<file path="src/rtl/icache_data_arb_pkg.sv">
// Shared types for the icache data SRAM arbiter: FSM states and the per-cycle port owner.
package icache_data_arb_pkg;

  typedef enum logic [0:0] {
    INIT = 1'b0,
    RUN  = 1'b1
  } arb_state_e;

  typedef enum logic [1:0] {
    SEL_NONE   = 2'd0,
    SEL_FETCH  = 2'd1,
    SEL_REFILL = 2'd2,
    SEL_INIT   = 2'd3
  } arb_sel_e;

endpackage

</file>
<file path="src/rtl/icache_data_starve_cnt.sv">
// Saturating count of consecutive denied fetch cycles; raises force_fetch_o once the limit is hit.
module icache_data_starve_cnt #(
  parameter int unsigned MaxStarve = 4
) (
  input  logic clk_i,
  input  logic rst_ni,
  input  logic req_i,
  input  logic gnt_i,
  output logic force_fetch_o
);

  localparam int unsigned CntWidth = (MaxStarve > 0) ? $clog2(MaxStarve + 1) : 1;
  localparam logic [CntWidth-1:0] CntMax = CntWidth'(MaxStarve);

  logic [CntWidth-1:0] cnt_d, cnt_q;

  // The count never exceeds CntMax, so equality doubles as the saturation test.
  always_comb begin
    cnt_d = cnt_q;
    if (!req_i || gnt_i) begin
      cnt_d = '0;
    end else if (cnt_q != CntMax) begin
      cnt_d = cnt_q + 1'b1;
    end
  end

  always_ff @(posedge clk_i) begin
    if (!rst_ni) begin
      cnt_q <= '0;
    end else begin
      cnt_q <= cnt_d;
    end
  end

  assign force_fetch_o = (MaxStarve != 0) && (cnt_q == CntMax);

endmodule

</file>
<file path="src/rtl/icache_data_sram_arb.sv">
// Arbiter/sequencer sharing the single-ported icache data SRAM between refill writes and fetch reads.
// Build option ICACHE_DATA_SRAM_INIT_EN zero-fills the array after reset before any grant.
module icache_data_sram_arb
  import icache_data_arb_pkg::*;
#(
  parameter int unsigned NumWords  = 512,
  parameter int unsigned DataWidth = 128,
  parameter int unsigned MaxStarve = 4,
  localparam int unsigned AddrWidth = $clog2(NumWords),
  localparam int unsigned BeWidth   = (DataWidth + 7) / 8
) (
  input  logic                 clk_i,
  input  logic                 rst_ni,
  input  logic                 fetch_req_i,
  input  logic [AddrWidth-1:0] fetch_addr_i,
  output logic                 fetch_gnt_o,
  output logic                 fetch_rvalid_o,
  output logic [DataWidth-1:0] fetch_rdata_o,
  input  logic                 refill_req_i,
  input  logic [AddrWidth-1:0] refill_addr_i,
  input  logic [DataWidth-1:0] refill_wdata_i,
  input  logic [BeWidth-1:0]   refill_be_i,
  output logic                 refill_gnt_o,
  output logic                 init_done_o,
  output logic                 sram_req_o,
  output logic                 sram_we_o,
  output logic [AddrWidth-1:0] sram_addr_o,
  output logic [DataWidth-1:0] sram_wdata_o,
  output logic [BeWidth-1:0]   sram_be_o,
  input  logic [DataWidth-1:0] sram_rdata_i
);

`ifdef ICACHE_DATA_SRAM_INIT_EN
  localparam arb_state_e ResetState = INIT;
  logic [AddrWidth-1:0] init_addr_d, init_addr_q;
`else
  localparam arb_state_e ResetState = RUN;
`endif

  arb_state_e           state_d, state_q;
  arb_sel_e             sel;
  logic                 force_fetch;
  logic                 rvalid_d, rvalid_q;
  logic [AddrWidth-1:0] addr_hold_d, addr_hold_q;
  logic [DataWidth-1:0] wdata_hold_d, wdata_hold_q;

  icache_data_starve_cnt #(
    .MaxStarve (MaxStarve)
  ) u_starve_cnt (
    .clk_i         (clk_i),
    .rst_ni        (rst_ni),
    .req_i         (fetch_req_i),
    .gnt_i         (fetch_gnt_o),
    .force_fetch_o (force_fetch)
  );

  // Nothing is granted while reset is low; INIT owns the port until the sweep completes.
  always_comb begin
    state_d = state_q;
    sel     = SEL_NONE;
`ifdef ICACHE_DATA_SRAM_INIT_EN
    init_addr_d = init_addr_q;
`endif
    if (!rst_ni) begin
      state_d = ResetState;
    end else if (state_q == RUN) begin
      if (refill_req_i && !(fetch_req_i && force_fetch)) begin
        sel = SEL_REFILL;
      end else if (fetch_req_i) begin
        sel = SEL_FETCH;
      end
    end else begin
`ifdef ICACHE_DATA_SRAM_INIT_EN
      sel         = SEL_INIT;
      init_addr_d = init_addr_q + 1'b1;
      if (&init_addr_q) begin
        state_d = RUN;
      end
`endif
    end
  end

  // Idle cycles replay the last address/data so the SRAM inputs do not toggle needlessly.
  always_comb begin
    sram_addr_o  = addr_hold_q;
    sram_wdata_o = wdata_hold_q;
    sram_be_o    = '0;
    case (sel)
      SEL_FETCH: begin
        sram_addr_o = fetch_addr_i;
      end
      SEL_REFILL: begin
        sram_addr_o  = refill_addr_i;
        sram_wdata_o = refill_wdata_i;
        sram_be_o    = refill_be_i;
      end
`ifdef ICACHE_DATA_SRAM_INIT_EN
      SEL_INIT: begin
        sram_addr_o  = init_addr_q;
        sram_wdata_o = '0;
        sram_be_o    = '1;
      end
`endif
      default: ;
    endcase
  end

  assign fetch_gnt_o    = (sel == SEL_FETCH);
  assign refill_gnt_o   = (sel == SEL_REFILL);
  assign sram_req_o     = (sel != SEL_NONE);
  assign sram_we_o      = (sel == SEL_REFILL) || (sel == SEL_INIT);
  assign init_done_o    = rst_ni && (state_q == RUN);
  assign fetch_rvalid_o = rvalid_q;
  assign fetch_rdata_o  = sram_rdata_i;

  assign rvalid_d     = fetch_gnt_o;
  assign addr_hold_d  = sram_addr_o;
  assign wdata_hold_d = sram_wdata_o;

  always_ff @(posedge clk_i) begin
    if (!rst_ni) begin
      state_q  <= ResetState;
      rvalid_q <= 1'b0;
`ifdef ICACHE_DATA_SRAM_INIT_EN
      init_addr_q <= '0;
`endif
    end else begin
      state_q  <= state_d;
      rvalid_q <= rvalid_d;
`ifdef ICACHE_DATA_SRAM_INIT_EN
      init_addr_q <= init_addr_d;
`endif
    end
  end

  always_ff @(posedge clk_i) begin
    addr_hold_q  <= addr_hold_d;
    wdata_hold_q <= wdata_hold_d;
  end

endmodule

</file>
<file path="config.mk">
export PLATFORM = sky130hd
export DESIGN_NAME = icache_data_sram_arb
export DESIGN_NICKNAME = d
export VERILOG_FILES = /design/src/rtl/icache_data_arb_pkg.sv /design/src/rtl/icache_data_starve_cnt.sv /design/src/rtl/icache_data_sram_arb.sv
export SDC_FILE = /design/constraint.sdc
export NUM_CORES = 1
export LEC_CHECK = 0
export CAP_MARGIN = 20
export CELL_PAD_IN_SITES_DETAIL_PLACEMENT = 0
export CELL_PAD_IN_SITES_GLOBAL_PLACEMENT = 1
export CORE_AREA = 2 2 223 225
export DETAILED_ROUTE_END_ITERATION = 16
export DIE_AREA = 0 0 225 227
export PLACE_DENSITY_LB_ADDON = 0.1
export SETUP_SLACK_MARGIN = 0.1
export SLEW_MARGIN = 0
export SYNTH_ARGS = -nofsm -noshare
export SYNTH_HDL_FRONTEND = slang
export SYNTH_SLANG_ARGS = --single-unit
</file>
<file path="constraint.sdc">
create_clock -name clk_i -period 4.8 [get_ports clk_i]
set_input_delay 0.96 -clock clk_i [delete_from_list [all_inputs] [get_ports clk_i]]
set_output_delay 0.96 -clock clk_i [all_outputs]
set_load 0.05 [all_outputs]
</file>
==> results_tabular.tex <==
\begin{tabular}{lr}
\hline
Metric & Value \\
\hline
\multicolumn{2}{l}{\textbf{Critical path}} \\
\quad Crit. End Element & output pin \\
\quad End of the worst register-to-register path & wdata\_hold\_q[47] \\
\quad Buf+Inv Stages, Crit Path & 3 \\
\quad Setup crit start kind & input pin \\
\quad R2r startpoint & u\_starve\_cnt.cnt\_q[0] \\
\quad Worst stage delay on the critical path & 590 ps \\
\quad Cell with the biggest individual delay on the critical path & sky130\_fd\_sc\_hd\_\_clkdlybuf4s50\_1 \\
\quad Worst R2R Path Depth & 7 \\
\quad CP Data Required Time & 3840 ps \\
\quad Worst-path cell chain & clkdlybuf4s50\_1, and3\_1, ha\_4, buf\_4, mux2\_2, buf\_4 \\
\quad Worst path top cell family by delay & buffers and inverters \\
\quad Worst Path Class, Setup & input pin to output pin \\
\quad Reg-to-reg slack, setup & 2430 ps \\
\quad Crit path arrival time & 3180 ps \\
\quad Most used cell, CP & sky130\_fd\_sc\_hd\_\_buf\_4 \\
\quad Crit path max fanout & 19 \\
\multicolumn{2}{l}{\textbf{Clocking}} \\
\quad Clock latency at the later pin of the worst-skew pair & 460 ps \\
\quad Clock tree from TritonCTS & done \\
\quad H-tree levels & 4 \\
\quad CTS buffer count & 17 \\
\quad Number of setup buffers added after CTS & 0 \\
\quad CTS sink count & 141 \\
\quad Clock slew at the register clock pins of the worst setup and hold paths & 60 ps \\
\quad Post-CTS Resized & 0 \\
\quad Number of buffers added to fix hold violations after cts & 0 \\
\quad Root buffer cell & sky130\_fd\_sc\_hd\_\_clkbuf\_16 \\
\quad Worst-case clock buffer depth & 2 \\
\multicolumn{2}{l}{\textbf{Synth}} \\
\quad Synthesized instance count & 489 \\
\quad Async SR Flop Fraction & 0\% \\
\quad Mean cell area of the mapped netlist & 12.0 µm² \\
\quad Sequential share of the synthesized area & 47.9\% \\
\quad Share of the synthesized area in the top cell type & 47.9\% \\
\quad Library cell with the highest instance count after synthesis & sky130\_fd\_sc\_hd\_\_dfxtp\_1 \\
\quad Dominant register cell in the synthesized netlist & sky130\_fd\_sc\_hd\_\_dfxtp\_1 \\
\quad Synthesized flop and latch total & 141 \\
\quad Most numerous cell types in the synthesized netlist & sky130\_fd\_sc\_hd\_\_dfxtp\_1 (141), sky130\_fd\_sc\_hd\_\_buf\_4 (129), sky130\_fd\_sc\_hd\_\_mux2\_2 (128) \\
\quad Post-synth EDFFs & 0 \\
\quad Synth warn & 0 \\
\quad Net count after synthesis & 790 \\
\quad Dominant cells by area after synthesis & sky130\_fd\_sc\_hd\_\_dfxtp\_1 (48\%), sky130\_fd\_sc\_hd\_\_mux2\_2 (24\%), sky130\_fd\_sc\_hd\_\_buf\_4 (16\%), sky130\_fd\_sc\_hd\_\_clkbuf\_8 (1.9\%), sky130\_fd\_sc\_hd\_\_and2\_1 (1.8\%) \\
\quad Post-synth top area cell & sky130\_fd\_sc\_hd\_\_dfxtp\_1 \\
\quad Count of distinct cell types in the synthesized netlist & 22 \\
\quad Post-synthesis cell area & 5890 µm² \\
\multicolumn{2}{l}{\textbf{STA}} \\
\quad Maximum frequency from static timing analysis & 0.241 GHz \\
\quad Final Max Tran Viols & 0 \\
\quad Actual transition at the worst max-transition pin & 592 ps \\
\quad Post-route minimum period & 4140 ps \\
\quad Worst slew margin & 60.5\% \\
\quad Final Hold Fails & 0 \\
\quad Setup-failing EPs final & 0 \\
\quad Fin Setup TNS & 0 ps \\
\quad Final worst clock skew & 10.5 ps \\
\quad Setup repair after global routing missed its margin & no \\
\quad Period Utilization, post-route & 86.3\% \\
\multicolumn{2}{l}{\textbf{Placed design}} \\
\quad Instance area at placement & 8470 µm² \\
\quad Number of port buffers & 324 \\
\quad Weighted congestion at the end of routability-driven global placement & 0.700 \\
\quad Sum of net half-perimeters after detailed placement & 17,100 µm \\
\multicolumn{2}{l}{\textbf{Detailed routing}} \\
\quad Number of nets with antenna violations after detailed routing & 0 \\
\quad Detailed-route vias per instance & 3.14 \\
\quad Residual DRC & 0 \\
\quad Wire length per cell & 16.2 µm \\
\quad Vias after detailed routing & 4,172 \\
\quad Detailed-routing iteration count for the pre-antenna-repair pass & 4 \\
\quad Iter 0 DRT Violations & 60 \\
\quad Total wire length after detailed routing & 21,500 µm \\
\multicolumn{2}{l}{\textbf{Global route}} \\
\quad Gr usage total & 8.21\% \\
\quad Largest net degree at the start of global routing & 45 \\
\quad Grt total ovfl & 0 \\
\quad Wire length of the first global-routing pass & 29,400 µm \\
\quad Number of antenna violations at the first check in global routing & 1 \\
\quad Via count of the first global-routing pass & 4,558 \\
\multicolumn{2}{l}{\textbf{Power and ir drop}} \\
\quad Leakage power of the design & 0.00365 µW \\
\quad PwrDens & 493 nW/µm² \\
\quad Peak supply drop & 0.230 mV \\
\multicolumn{2}{l}{\textbf{Hold path}} \\
\quad Cells on Worst Hold Path & 1 \\
\quad Hold crit path type & flop to flop \\
\quad Endpoint with the worst hold slack & wdata\_hold\_q[97] \\
\quad Hold path startpoint & wdata\_hold\_q[97] \\
\multicolumn{2}{l}{\textbf{Finish}} \\
\quad Fraction of final layout cells sized beyond drive strength 1 & 45.9\% \\
\quad Fin nets & 993 \\
\quad Final non-filler cell area & 9100 µm² \\
\quad Relative area change from synthesis to final layout & 54.6\% \\
\multicolumn{2}{l}{\textbf{Floorplan}} \\
\quad Number of rows in the core area & 81 \\
\quad Area of the core & 48,500 µm² \\
\quad Height of the die & 227 µm \\
\quad Total Die Area & 51,100 µm² \\
\quad Horiz. Die Dim & 225 µm \\
\quad Starting utilization of the core area & 12.1\% \\
\quad I/O pin count & 581 \\
\multicolumn{2}{l}{\textbf{Job}} \\
\quad Number of max-cap violations & 0 \\
\multicolumn{2}{l}{\textbf{Outcome}} \\
\quad Status & complete, no violations \\
\hline
\end{tabular}
-- cell usage in the layout, fill, tap and decap left out --
master / synthesis / layout
sky130_fd_sc_hd__a21bo_2: 1 / 1
sky130_fd_sc_hd__a21o_1: 2 / 2
sky130_fd_sc_hd__a21oi_1: 12 / 12
sky130_fd_sc_hd__a22oi_1: 9 / 9
sky130_fd_sc_hd__and2_1: 17 / 17
sky130_fd_sc_hd__and3_1: 1 / 1
sky130_fd_sc_hd__and3b_1: 1 / 1
sky130_fd_sc_hd__buf_12: 0 / 3
sky130_fd_sc_hd__buf_4: 129 / 160
sky130_fd_sc_hd__bufinv_16: 0 / 4
sky130_fd_sc_hd__clkbuf_1: 2 / 1
sky130_fd_sc_hd__clkbuf_16: 0 / 17
sky130_fd_sc_hd__clkbuf_8: 8 / 3
sky130_fd_sc_hd__clkdlybuf4s50_1: 0 / 170
sky130_fd_sc_hd__clkinv_2: 0 / 3
sky130_fd_sc_hd__clkinvlp_4: 0 / 1
sky130_fd_sc_hd__dfxtp_1: 141 / 141
sky130_fd_sc_hd__diode_2: 0 / 1
sky130_fd_sc_hd__ha_1: 7 / 6
sky130_fd_sc_hd__ha_4: 0 / 1
sky130_fd_sc_hd__inv_1: 3 / 3
sky130_fd_sc_hd__inv_6: 0 / 2
sky130_fd_sc_hd__mux2_2: 128 / 128
sky130_fd_sc_hd__nand2_1: 2 / 2
sky130_fd_sc_hd__nand3_1: 4 / 4
sky130_fd_sc_hd__nand3b_1: 1 / 1
sky130_fd_sc_hd__nor2_1: 10 / 10
sky130_fd_sc_hd__nor3_1: 1 / 1
-- worst max path at each step --
stage	startpoint	to	slack (ps)	depth (start not counted)
after floorplan	fetch_req_i	sram_wdata_o[107]	790	6
after global routing	rst_ni	sram_addr_o[0]	450	7
after global placement	rst_ni	sram_wdata_o[39]	640	6
after CTS	rst_ni	sram_wdata_o[47]	540	6
after detailed placement	rst_ni	sram_wdata_o[47]	540	6
final	rst_ni	sram_wdata_o[47]	660	6
-- flip-flops by register name (all words and copies together), names as in the netlist --
register / flops
fetch_rvalid_o: 1
wdata_hold_q: 128
addr_hold_q: 9
u_starve_cnt.cnt_q: 3
-- report_power, final --
part	leakage [µW]	internal (µW)	switching, µW
Sequential	0.00119	1380	43.9
Combinational	0.00216	560	1030
Clock	0.000310	908	565
-- cell type report --
class                   instances  area (µm²)
multi-input cells             196        1890
clock inverters                10         160
inverters                       3        11.3
clock buffers                  21         470
well taps                     622         778
fillers                      5248       39400
repair buffers                333        2960
flip-flops and latches        141        2820
diodes                          1        2.50
-- through the flow --
stage | setup slack (ps) | util (%) | hold slack (ps) | std cells | total power [µW]
after floorplan | 794 | - | 476 | 489 | 2790
after global placement | 641 | 17.4 | 459 | 1295 | 3060
after detailed placement | 543 | 17.4 | 464 | 1295 | 3060
after CTS | 543 | 18.7 | 478 | 1326 | 4610
after global routing | 452 | 18.7 | 487 | 1326 | 4700
final | 659 | 18.7 | 472 | 1327 | 4480
-- logic make-up (layout without fill, tap and decap cells) --
kind of cell / count (synthesis) / count (layout) / share of synthesized area [%]
flip-flops: 141 / 141 / 47.9
other: 0 / 1 / 0
AND/OR/NAND/NOR: 37 / 37 / 3.38
multiplexers: 128 / 128 / 24.5
AO/OA/AOI/OAI: 24 / 24 / 2.59
buffers and inverters: 152 / 367 / 20.1
adder cells (fa/ha/maj): 7 / 7 / 1.49
-- routing by layer --
layer	vias to the layer above	track usage, %	routed length (µm)
li1	1919	-	-
met1	1875	7.15	7220
met2	320	13.4	10300
met3	56	6.71	3340
met4	2	4.36	605
met5	-	0	13
No activity file was read; power rests on OpenSTA's default activity.
